[config.mk]
export PLATFORM = sky130hd
export DESIGN_NAME = rename_regfile_flat
export DESIGN_NICKNAME = d
export VERILOG_FILES = /design/src/rtl/rename_regfile_if.sv /design/src/rtl/rename_regfile.sv /design/src/flat_wrapper.sv
export SDC_FILE = /design/constraint.sdc
export NUM_CORES = 2
export LEC_CHECK = 0
export CELL_PAD_IN_SITES_DETAIL_PLACEMENT = 0
export CELL_PAD_IN_SITES_GLOBAL_PLACEMENT = 1
export CORE_MARGIN = 1
export CORE_UTILIZATION = 57
export CTS_CLUSTER_SIZE = 8
export DETAILED_ROUTE_END_ITERATION = 10
export HOLD_SLACK_MARGIN = 0.1
export MAX_ROUTING_LAYER = met4
export PLACE_DENSITY_LB_ADDON = 0.08
export REMOVE_ABC_BUFFERS = 1
export SLEW_MARGIN = 20
export SYNTH_ARGS = -nofsm -noshare
export SYNTH_HDL_FRONTEND = slang
export SYNTH_SLANG_ARGS = --single-unit
[constraint.sdc]
create_clock -name clk_in -period 18.4 [get_ports clk_in]
set_clock_uncertainty 0.1 [all_clocks]
set_input_delay 3.68 -clock clk_in [delete_from_list [all_inputs] [get_ports clk_in]]
set_output_delay 3.68 -clock clk_in [all_outputs]
set_load 0.03 [all_outputs]
[src/rtl/rename_regfile_if.sv]
// Decoder/ROB-side bus of the rename register file: commit, issue, operand
// lookup with ROB forwarding, and branch checkpoint control.
interface rename_regfile_if #(
    parameter int unsigned ROB_WIDTH = 4,
    parameter int unsigned NUM_RD    = 2,
    parameter int unsigned NUM_CKPT  = 4
);
    localparam int unsigned CK_W = $clog2(NUM_CKPT);

    logic                          rdy_in;
    logic                          clear;
    logic [4:0]                    commit_reg_id;
    logic [31:0]                   commit_val;
    logic [ROB_WIDTH-1:0]          commit_rob_id;
    logic [4:0]                    issue_reg_id;
    logic [ROB_WIDTH-1:0]          issue_rob_id;
    logic [5*NUM_RD-1:0]           get_reg;
    logic [32*NUM_RD-1:0]          get_val;
    logic [NUM_RD-1:0]             has_dep;
    logic [ROB_WIDTH*NUM_RD-1:0]   get_dep;
    logic [ROB_WIDTH*NUM_RD-1:0]   search_rob_id;
    logic [NUM_RD-1:0]             search_ready;
    logic [32*NUM_RD-1:0]          search_val;
    logic                          ckpt_save;
    logic [CK_W-1:0]               ckpt_id;
    logic                          ckpt_full;
    logic                          ckpt_release;
    logic                          ckpt_restore;
    logic [CK_W-1:0]               ckpt_restore_id;

    // Decoder / ROB side
    modport master (
        output rdy_in, clear, commit_reg_id, commit_val, commit_rob_id,
        output issue_reg_id, issue_rob_id, get_reg, search_ready, search_val,
        output ckpt_save, ckpt_release, ckpt_restore, ckpt_restore_id,
        input  get_val, has_dep, get_dep, search_rob_id, ckpt_id, ckpt_full
    );

    // Register file side
    modport slave (
        input  rdy_in, clear, commit_reg_id, commit_val, commit_rob_id,
        input  issue_reg_id, issue_rob_id, get_reg, search_ready, search_val,
        input  ckpt_save, ckpt_release, ckpt_restore, ckpt_restore_id,
        output get_val, has_dep, get_dep, search_rob_id, ckpt_id, ckpt_full
    );
endinterface

[src/rtl/rename_regfile.sv]
// Architectural register file with per-register rename tags, ROB-forwarded
// operand reads and a circular buffer of rename-table checkpoints.
module rename_regfile #(
    parameter int unsigned ROB_WIDTH = 4,
    parameter int unsigned NUM_RD    = 2,
    parameter int unsigned NUM_CKPT  = 4
) (
    input  logic           clk_in,
    input  logic           rst_in,
    rename_regfile_if.slave rf
);
    localparam int unsigned CK_W     = $clog2(NUM_CKPT);
    localparam int unsigned CNT_W    = CK_W + 1;
    localparam int unsigned NUM_REGS = 32;

    logic [31:0]          val_q    [NUM_REGS];
    logic [ROB_WIDTH-1:0] tag_q    [NUM_REGS];
    logic [NUM_REGS-1:0]  busy_q;
    logic [ROB_WIDTH-1:0] s_tag_q  [NUM_CKPT][NUM_REGS];
    logic [NUM_REGS-1:0]  s_busy_q [NUM_CKPT];
    logic [CK_W-1:0]      head_q;
    logic [CK_W-1:0]      tail_q;
    logic [CNT_W-1:0]     count_q;

    logic                 commit_en;
    logic                 issue_en;
    logic                 live_hit;
    logic [NUM_CKPT-1:0]  snap_hit;
    logic [ROB_WIDTH-1:0] tag_cc   [NUM_REGS];
    logic [NUM_REGS-1:0]  busy_cc;
    logic [ROB_WIDTH-1:0] tag_rs   [NUM_REGS];
    logic [NUM_REGS-1:0]  busy_rs;
    logic [CK_W-1:0]      head_rel;
    logic [CK_W-1:0]      restore_dist;
    logic [4:0]           rd_sel;

    // Commit tag matching, post-commit live table and restore candidate table
    always_comb begin
        commit_en = (rf.commit_reg_id != 5'd0);
        issue_en  = (rf.issue_reg_id != 5'd0);
        live_hit  = commit_en && busy_q[rf.commit_reg_id]
                    && (tag_q[rf.commit_reg_id] == rf.commit_rob_id);
        snap_hit  = '0;
        for (int unsigned j = 0; j < NUM_CKPT; j++) begin
            snap_hit[j] = commit_en && s_busy_q[j][rf.commit_reg_id]
                          && (s_tag_q[j][rf.commit_reg_id] == rf.commit_rob_id);
        end
        tag_cc  = tag_q;
        busy_cc = busy_q;
        if (live_hit) begin
            tag_cc[rf.commit_reg_id]  = '0;
            busy_cc[rf.commit_reg_id] = 1'b0;
        end
        tag_rs  = s_tag_q[rf.ckpt_restore_id];
        busy_rs = s_busy_q[rf.ckpt_restore_id];
        if (snap_hit[rf.ckpt_restore_id]) begin
            tag_rs[rf.commit_reg_id]  = '0;
            busy_rs[rf.commit_reg_id] = 1'b0;
        end
        // A release in the restore cycle moves head before the distance is taken
        head_rel     = head_q + CK_W'(rf.ckpt_release);
        restore_dist = rf.ckpt_restore_id - head_rel;
    end

    // Operand lookup with ROB forwarding, plus checkpoint status
    always_comb begin
        rf.get_val       = '0;
        rf.has_dep       = '0;
        rf.get_dep       = '0;
        rf.search_rob_id = '0;
        rd_sel           = '0;
        for (int unsigned k = 0; k < NUM_RD; k++) begin
            rd_sel = rf.get_reg[5*k +: 5];
            rf.get_dep[ROB_WIDTH*k +: ROB_WIDTH]       = tag_q[rd_sel];
            rf.search_rob_id[ROB_WIDTH*k +: ROB_WIDTH] = tag_q[rd_sel];
            rf.has_dep[k] = busy_q[rd_sel] & ~rf.search_ready[k];
            rf.get_val[32*k +: 32] = busy_q[rd_sel] ? rf.search_val[32*k +: 32]
                                                    : val_q[rd_sel];
        end
        rf.ckpt_full = (count_q == CNT_W'(NUM_CKPT));
        rf.ckpt_id   = tail_q;
    end

    // Table, snapshot and pointer update
    always_ff @(posedge clk_in) begin
        if (rst_in) begin
            for (int unsigned i = 0; i < NUM_REGS; i++) begin
                val_q[i] <= '0;
                tag_q[i] <= '0;
            end
            busy_q <= '0;
            for (int unsigned j = 0; j < NUM_CKPT; j++) begin
                for (int unsigned i = 0; i < NUM_REGS; i++) begin
                    s_tag_q[j][i] <= '0;
                end
                s_busy_q[j] <= '0;
            end
            head_q  <= '0;
            tail_q  <= '0;
            count_q <= '0;
        end else if (rf.rdy_in) begin
            if (commit_en) begin
                val_q[rf.commit_reg_id] <= rf.commit_val;
            end
            if (rf.clear) begin
                for (int unsigned i = 0; i < NUM_REGS; i++) begin
                    tag_q[i] <= '0;
                end
                busy_q  <= '0;
                head_q  <= '0;
                tail_q  <= '0;
                count_q <= '0;
            end else if (rf.ckpt_restore) begin
                tag_q   <= tag_rs;
                busy_q  <= busy_rs;
                head_q  <= head_rel;
                tail_q  <= rf.ckpt_restore_id;
                count_q <= {1'b0, restore_dist};
                for (int unsigned j = 0; j < NUM_CKPT; j++) begin
                    if (snap_hit[j]) begin
                        s_tag_q[j][rf.commit_reg_id]  <= '0;
                        s_busy_q[j][rf.commit_reg_id] <= 1'b0;
                    end
                end
            end else begin
                tag_q  <= tag_cc;
                busy_q <= busy_cc;
                // Issue lands after the commit clear so it wins on the same rd
                if (issue_en) begin
                    tag_q[rf.issue_reg_id]  <= rf.issue_rob_id;
                    busy_q[rf.issue_reg_id] <= 1'b1;
                end
                // Snapshot excludes this cycle's issue (the branch's own rd)
                for (int unsigned j = 0; j < NUM_CKPT; j++) begin
                    if (rf.ckpt_save && (CK_W'(j) == tail_q)) begin
                        s_tag_q[j]  <= tag_cc;
                        s_busy_q[j] <= busy_cc;
                    end else if (snap_hit[j]) begin
                        s_tag_q[j][rf.commit_reg_id]  <= '0;
                        s_busy_q[j][rf.commit_reg_id] <= 1'b0;
                    end
                end
                tail_q  <= tail_q + CK_W'(rf.ckpt_save);
                head_q  <= head_rel;
                count_q <= count_q + CNT_W'(rf.ckpt_save) - CNT_W'(rf.ckpt_release);
            end
        end
    end
endmodule

[src/flat_wrapper.sv]
// flat-port wrapper written by rule: the top's interface ports become plain ports
module rename_regfile_flat 
#(
    parameter int unsigned ROB_WIDTH = 4,
    parameter int unsigned NUM_RD    = 2,
    parameter int unsigned NUM_CKPT  = 4
)
  (clk_in, rst_in, rf_rdy_in, rf_clear, rf_commit_reg_id, rf_commit_val, rf_commit_rob_id, rf_issue_reg_id, rf_issue_rob_id, rf_get_reg, rf_search_ready, rf_search_val, rf_ckpt_save, rf_ckpt_release, rf_ckpt_restore, rf_ckpt_restore_id, rf_get_val, rf_has_dep, rf_get_dep, rf_search_rob_id, rf_ckpt_id, rf_ckpt_full);
  rename_regfile_if #(.ROB_WIDTH(ROB_WIDTH), .NUM_RD(NUM_RD), .NUM_CKPT(NUM_CKPT)) rf_i ();
  input  logic clk_in;
  input  logic rst_in;
  input wire logic [$bits(rf_i.rdy_in)-1:0] rf_rdy_in;
  input wire logic [$bits(rf_i.clear)-1:0] rf_clear;
  input wire logic [$bits(rf_i.commit_reg_id)-1:0] rf_commit_reg_id;
  input wire logic [$bits(rf_i.commit_val)-1:0] rf_commit_val;
  input wire logic [$bits(rf_i.commit_rob_id)-1:0] rf_commit_rob_id;
  input wire logic [$bits(rf_i.issue_reg_id)-1:0] rf_issue_reg_id;
  input wire logic [$bits(rf_i.issue_rob_id)-1:0] rf_issue_rob_id;
  input wire logic [$bits(rf_i.get_reg)-1:0] rf_get_reg;
  input wire logic [$bits(rf_i.search_ready)-1:0] rf_search_ready;
  input wire logic [$bits(rf_i.search_val)-1:0] rf_search_val;
  input wire logic [$bits(rf_i.ckpt_save)-1:0] rf_ckpt_save;
  input wire logic [$bits(rf_i.ckpt_release)-1:0] rf_ckpt_release;
  input wire logic [$bits(rf_i.ckpt_restore)-1:0] rf_ckpt_restore;
  input wire logic [$bits(rf_i.ckpt_restore_id)-1:0] rf_ckpt_restore_id;
  output wire logic [$bits(rf_i.get_val)-1:0] rf_get_val;
  output wire logic [$bits(rf_i.has_dep)-1:0] rf_has_dep;
  output wire logic [$bits(rf_i.get_dep)-1:0] rf_get_dep;
  output wire logic [$bits(rf_i.search_rob_id)-1:0] rf_search_rob_id;
  output wire logic [$bits(rf_i.ckpt_id)-1:0] rf_ckpt_id;
  output wire logic [$bits(rf_i.ckpt_full)-1:0] rf_ckpt_full;
  assign rf_i.rdy_in = rf_rdy_in;
  assign rf_i.clear = rf_clear;
  assign rf_i.commit_reg_id = rf_commit_reg_id;
  assign rf_i.commit_val = rf_commit_val;
  assign rf_i.commit_rob_id = rf_commit_rob_id;
  assign rf_i.issue_reg_id = rf_issue_reg_id;
  assign rf_i.issue_rob_id = rf_issue_rob_id;
  assign rf_i.get_reg = rf_get_reg;
  assign rf_i.search_ready = rf_search_ready;
  assign rf_i.search_val = rf_search_val;
  assign rf_i.ckpt_save = rf_ckpt_save;
  assign rf_i.ckpt_release = rf_ckpt_release;
  assign rf_i.ckpt_restore = rf_ckpt_restore;
  assign rf_i.ckpt_restore_id = rf_ckpt_restore_id;
  assign rf_get_val = rf_i.get_val;
  assign rf_has_dep = rf_i.has_dep;
  assign rf_get_dep = rf_i.get_dep;
  assign rf_search_rob_id = rf_i.search_rob_id;
  assign rf_ckpt_id = rf_i.ckpt_id;
  assign rf_ckpt_full = rf_i.ckpt_full;
  rename_regfile #(.ROB_WIDTH(ROB_WIDTH), .NUM_RD(NUM_RD), .NUM_CKPT(NUM_CKPT)) u_core (.clk_in(clk_in), .rst_in(rst_in), .rf(rf_i));
endmodule
# Yosys cells after proc, flatten, opt, wreduce, memory -nomap -nowiden

Memories as Yosys holds them, arrays and structs flattened.
Index checks and enable logic that the tools add are counted.

Bits in registers: 167
Bits in writable memories: 1664
Bits of input ports: 135
Output and inout port bits: 85
Word-level logic and storage cells: 4095
Memories: 3

Memories:

| memory          | depth | width | read ports | clocked after memory_dff | wr ports | line                 | text |
|---|---|---|---|---|---|---|---|
| u_core.val_q    | 32    | 32    | 2          | 0                        | 32       | rename_regfile.sv:16 | `logic [31:0] val_q [NUM_REGS];` |
| u_core.s_tag_q  | 4     | 128   | 5          | 0                        | 4        | rename_regfile.sv:19 | `logic [ROB_WIDTH-1:0] s_tag_q [NUM_CKPT][NUM_REGS];` |
| u_core.s_busy_q | 4     | 32    | 5          | 0                        | 4        | rename_regfile.sv:20 | `logic [NUM_REGS-1:0] s_busy_q [NUM_CKPT];` |

$add $sub $neg: 5
Order comparisons: 13
Equality and inequality tests: 9
Mux-type cells: 2072
Bitwise operators: 1935
Reductions and logical operators: 22

Operators by type and width:

| kind                                                                   | number |
|---|---|
| 1-bit 2-to-1 mux                                                       | 2001 |
| 1-bit bitwise OR                                                       | 1920 |
| 128-bit 2-to-1 mux                                                     | 13 |
| 32-bit 2-to-1 mux                                                      | 16 |
| 128-bit bitwise AND                                                    | 2 |
| 4-bit binary-select mux with 5-bit select                              | 7 |
| 128-bit bitwise mux                                                    | 1 |
| 128-bit inverter                                                       | 1 |
| 32-bit bitwise AND                                                     | 2 |
| 4-bit 2-to-1 mux                                                       | 16 |
| 4-bit demux with 5-bit select                                          | 2 |
| 1-bit binary-select mux with 5-bit select                              | 7 |
| 32-bit inverter                                                        | 1 |
| 32-bit bitwise OR                                                      | 1 |
| 32-bit OR reduction                                                    | 1 |
| 6-bit >= comparator (second input constant)                            | 4 |
| 5-bit by 6-bit < comparator with 1-bit output (second input constant)  | 4 |
| 5-bit inverter with 6-bit output                                       | 4 |
| 4-bit equality test                                                    | 5 |
| 1-bit logical AND                                                      | 18 |
| 6-bit by 1-bit < comparator with 1-bit output (second input constant)  | 2 |
| 1-bit demux with 5-bit select                                          | 2 |
| 5-bit by 1-bit >= comparator with 1-bit output (second input constant) | 2 |
| 5-bit nonzero test                                                     | 2 |
| 15 further kinds                                                       | 22 |

# Longest topological paths before layout

Word-level depth: 15
Gate-level depth with buffers: 16
Gate-level depth less buffers: 9

# Least setup slack after synthesis

OpenSTA, ideal clock, no wires.

Path type: in2out
Start: in rf_get_reg[0]
End: out rf_search_rob_id[0]
Arrival: 6.843 ns
Data required time: 14.620 ns
Setup slack: 7.777 ns
Cell stages on the path: 8
Path buffers: 5
Cell sequence: clkbuf_1 -> clkbuf_1 -> buf_2 -> buf_1 -> mux4_2 -> mux4_2 -> mux2_2 -> buf_4

Longest elaborated chain between the ends: 4

Ends and longest elaborated chain:

| what                                      | line               | text |
|---|---|---|
| start: declaration                        | flat_wrapper.sv:19 | `input wire logic [$bits(rf_i.get_reg)-1:0] rf_get_reg;` |
| 5-bit inverter with 6-bit output          | --                 |  |
| 4-bit binary-select mux with 5-bit select | --                 |  |
| 4-bit 2-to-1 mux (2 in a row)             | --                 |  |
| end: declaration                          | flat_wrapper.sv:29 | `output wire logic [$bits(rf_i.search_rob_id)-1:0] rf_search_rob_id;` |

No other way between the ends. The select of a mux whose other input is x is not followed.

# Worst setup path after layout

Start: in rf_get_reg[0]
End: out rf_get_val[11]

Longest elaborated chain between the ends: 3
Elaborated cells between the ends (all ways): 4

Ends and longest elaborated chain:

| what                                      | line                 | text |
|---|---|---|
| 1-bit binary-select mux with 5-bit select | rename_regfile.sv:77 | `rf.get_val[32*k +: 32] = busy_q[rd_sel] ? rf.search_val[32*k +: 32]` |
| 1-bit 2-to-1 mux (not written as such)    | rename_regfile.sv:77 |  |
| 32-bit 2-to-1 mux (*)                     | rename_regfile.sv:77 |  |
| end: declaration                          | flat_wrapper.sv:26   | `output wire logic [$bits(rf_i.get_val)-1:0] rf_get_val;` |

Every way passes the cells marked *; elsewhere a longest branch is shown, timed or not. The select of a mux whose other input is x is not followed.

==> qor.json <==
{
  "clk_path_buf_depth": {"value": 4},
  "critPathLaunchType": {"value": "primary input"},
  "final.min_clock_period": {"value": 12.34, "unit": "ns"},
  "drc": {"value": 0},
  "critical_path_required": {"value": 14.62, "unit": "ns"},
  "cts_inserted_buffers": {"value": 280},
  "maxClockFrequency": {"value": 0.0811, "unit": "GHz"},
  "hp-class": {"value": "flip-flop to flip-flop"},
  "fin_nets": {"value": 7704},
  "drive_above_1_share": {"value": 20.7, "unit": "%"},
  "ant_nets": {"value": 0},
  "vdd_ir_drop_max": {"value": 0.0971, "unit": "mV"},
  "synth_edf_count": {"value": 1376},
  "chipWidth": {"value": 422, "unit": "um"},
  "die-area": {"value": 178000, "unit": "um2"},
  "power-per-cell-area": {"value": 93.9, "unit": "nW/um2"},
  "port-buffer-count": {"value": 219},
  "gp_congestion": {"value": 1.05},
  "yosys_warnings": {"value": 0},
  "wl": {"value": 437000, "unit": "um"},
  "first_pass_grt_wire_length": {"value": 601000, "unit": "um"},
  "number_of_max_slew_violations_in_the_final_report": {"value": 0},
  "setup_viol": {"value": 0},
  "start_util": {"value": 57.6, "unit": "%"},
  "grt_start_max_net_pins": {"value": 136},
  "synth.largest_area_cell": {"value": "edfxtp_1"},
  "synth.area.top_cells": {"value": "edfxtp_1 (41%), mux4_2 (21%), dfxtp_1 (9.1%)"},
  "netlist_top_cells_count": {"value": "edfxtp_1 (1,376), and2_1 (1,003), mux4_2 (944), clkbuf_1 (618), dfxtp_1 (455)"},
  "sequential_area_share_after_synthesis": {"value": 50.2, "unit": "%"},
  "comb_power_share": {"value": 11.6, "unit": "%"},
  "netlist_area": {"value": 101000, "unit": "um2"},
  "timing.critical_path.to_type": {"value": "output pin"},
  "timing_worst_slew_pin_value": {"value": 1.33, "unit": "ns"},
  "fp_rows": {"value": 153},
  "path_max_fanout": {"value": 53},
  "clk_root_buffer_cell": {"value": "clkbuf_16"},
  "power_switching_share": {"value": 25.4, "unit": "%"},
  "seqPwrFrac": {"value": 44.7, "unit": "%"},
  "crit_arrival": {"value": 8.56, "unit": "ns"},
  "timing.setup.tns": {"value": 0, "unit": "ns"},
  "synthCells": {"value": 7645},
  "worst_slew_slack_as_a_fraction_of_its_limit": {"value": 8.70, "unit": "%"},
  "timing_hold_violations_final": {"value": 0},
  "die-height": {"value": 422, "unit": "um"},
  "first_global_vias": {"value": 75370},
  "syn_to_final_growth": {"value": 11.8, "unit": "%"},
  "cts.sinks": {"value": 1831},
  "groute.usage.overall": {"value": 50.3, "unit": "%"},
  "distinct_cell_type_count_after_synthesis": {"value": 71},
  "flip_flop_cell_with_the_highest_count_after_synthesis": {"value": "edfxtp_1"},
  "synth_largest_type_area_fraction": {"value": 41.1, "unit": "%"},
  "drv.max_cap_violation_count": {"value": 0},
  "syn_area_per_cell": {"value": 13.1, "unit": "um2"},
  "cts_resized": {"value": 0},
  "clk_latency": {"value": 0.95, "unit": "ns"},
  "cellLeakagePower": {"value": 0.0397, "unit": "uW"},
  "async_set_reset_flop_share_out_of_synthesis": {"value": 0, "unit": "%"},
  "antenna_violations_before_repair": {"value": 41},
  "drt_iter0_markers": {"value": 14008},
  "finalCritPeriodShare": {"value": 67.0, "unit": "%"},
  "clk_pin_slew_worst_paths": {"value": 0.05, "unit": "ns"},
  "share_clk_of_total_power": {"value": 43.7, "unit": "%"},
  "drt-wirelength-per-cell": {"value": 43.6, "unit": "um"},
  "grt_overflow": {"value": 0},
  "core-area": {"value": 175000, "unit": "um2"},
  "fin_util": {"value": 64.4, "unit": "%"},
  "setup_repair_after_global_routing_missed_its_margin": {"value": "false"},
  "vias": {"value": 78275},
  "cts.htree.levels": {"value": 5},
  "cellInternalPower": {"value": 7870, "unit": "uW"},
  "outcome": {"value": "completed"},
  "fillCellCount": {"value": 12869},
  "drtPass1Iterations": {"value": 8},
  "worstSetupPathType": {"value": "primary input to output pin"},
  "clock_tree_from_tritoncts": {"value": "built"},
  "vias_per_cell": {"value": 7.81},
  "ios": {"value": 220},
  "postCtsHoldBufs": {"value": 0},
  "post_cts_buffers": {"value": 0},
  "place.detailed.hpwl": {"value": 264000, "unit": "um"},
  "postSynthRegisterBits": {"value": 1831},
  "power.switching": {"value": 2680, "unit": "uW"},
  "synth.most_common_cell": {"value": "edfxtp_1"}
}
[metal layers]
metal | up-vias | GRT usage [%] | wire length [um]
met2 | 7492 | 71.1 | 190000
met3 | 2003 | 15.8 | 61400
met1 | 39103 | 59.5 | 142000
li1 | 29677 | - | -
met4 | 0 | 40.1 | 43800
met5 | - | - | 0
[layout by cell type (no fill, tap or decap), types with 9 or more instances in the layout]
master / n
a21o_1: 35
a21oi_1: 283
a22o_1: 130
a22oi_1: 18
a31oi_1: 103
a32o_1: 161
and2_1: 1001
and3_1: 393
buf_4: 190
clkbuf_1: 91
clkbuf_16: 285
clkdlybuf4s50_1: 199
conb_1: 32
dfxtp_1: 455
diode_2: 39
edfxtp_1: 1376
inv_1: 38
mux2i_1: 377
mux4_2: 944
nand2_1: 348
nand3_1: 166
nor2_1: 284
nor2_4: 49
nor3_1: 31
nor4_1: 37
o21ai_0: 228
o21ai_1: 9
o21ai_4: 31
o22ai_1: 184
xnor2_1: 12
[stage by stage]
stage | area [um2] | power, uW | setup slack (ns) | hold slack, ns | cells
global placement | 105000 | 5940 | 6.17 | 0.346 | 9604
finish | 112000 | 10600 | 6.06 | 0.364 | 10028
global route | 112000 | 10700 | 5.81 | 0.384 | 10016
detailed placement | 105000 | 5960 | 6.10 | 0.361 | 9604
CTS | 112000 | 10500 | 6.10 | 0.366 | 9987
floorplan | 97400 | 5330 | 4.34 | 0.329 | 6869
[area by class of cell]
cell class                      instances  area (um2)  share of cell area (%)
Tap cell                             2325        2910                    2.59
Multi-Input combinational cell       4997       47500                    42.3
Clock buffer                          377        7490                    6.66
Antenna cell                           39        97.6                  0.0868
Inverter                               41         161                   0.144
Clock inverter                          6        51.3                  0.0456
Sequential cell                      1831       50400                    44.9
Timing Repair Buffer                  412        3740                    3.33
[state kept, by name (all words and copies together), names as in the netlist]
signal,count
u_core.val_q,1024
u_core.count_q,3
u_core.head_q,2
u_core.s_busy_q,128
u_core.busy_q,32
u_core.tag_q,128
u_core.s_tag_q,512
u_core.rf.ckpt_id,2
[critical path, stage by stage]
cell and delay (ns):
buf_8 0.54, buf_4 0.84, buf_4 0.94, mux4_2 0.61, mux4_2 0.47, mux2i_1 0.49, a21oi_1 0.15, clkdlybuf4s50_1 0.64
[kinds of logic (layout without fill, tap and decap cells)]
family,Yosys count,after routing,synth area share [%]
AOI/OAI and AO/OA,1218,1218,7.97
xor gates and xnor gates,15,15,0.131
adders and majority gates,6,6,0.0821
buffers and inverters,848,836,3.42
DFF,1831,1831,50.2
muxes,1331,1331,25.0
other,1,71,0.00373
and+or+nand+nor,2395,2395,13.2
[power by group through the flow]
stage / Combinational [uW] / Sequential (uW) / Clock (uW)
floorplan: 593 / 4740 / 0
global placement: 1170 / 4770 / 0
detailed placement: 1180 / 4780 / 0
CTS: 1180 / 4700 / 4600
global route: 1230 / 4720 / 4780
finish: 1220 / 4710 / 4610
[path summary, 6_finish.rpt]
| path | start | cells past startpoint | to | slack (ns) |
|---|---|---|---|---|
| max reg2reg | u_core.tag_q[102]$_SDFFE_PP0P_ | 11 | u_core.busy_q[28]$_SDFFE_PP0P_ | 11.99 |
| max | rf_get_reg[0] | 8 | rf_get_val[11] | 6.06 |
| min | u_core.s_tag_q[2][86]$_SDFFE_PP0P_ | 2 | u_core.s_tag_q[2][86]$_SDFFE_PP0P_ | 0.36 |
| min reg2reg | u_core.s_tag_q[2][86]$_SDFFE_PP0P_ | 2 | u_core.s_tag_q[2][86]$_SDFFE_PP0P_ | 0.36 |
No activity file was read; power rests on OpenSTA's default activity.
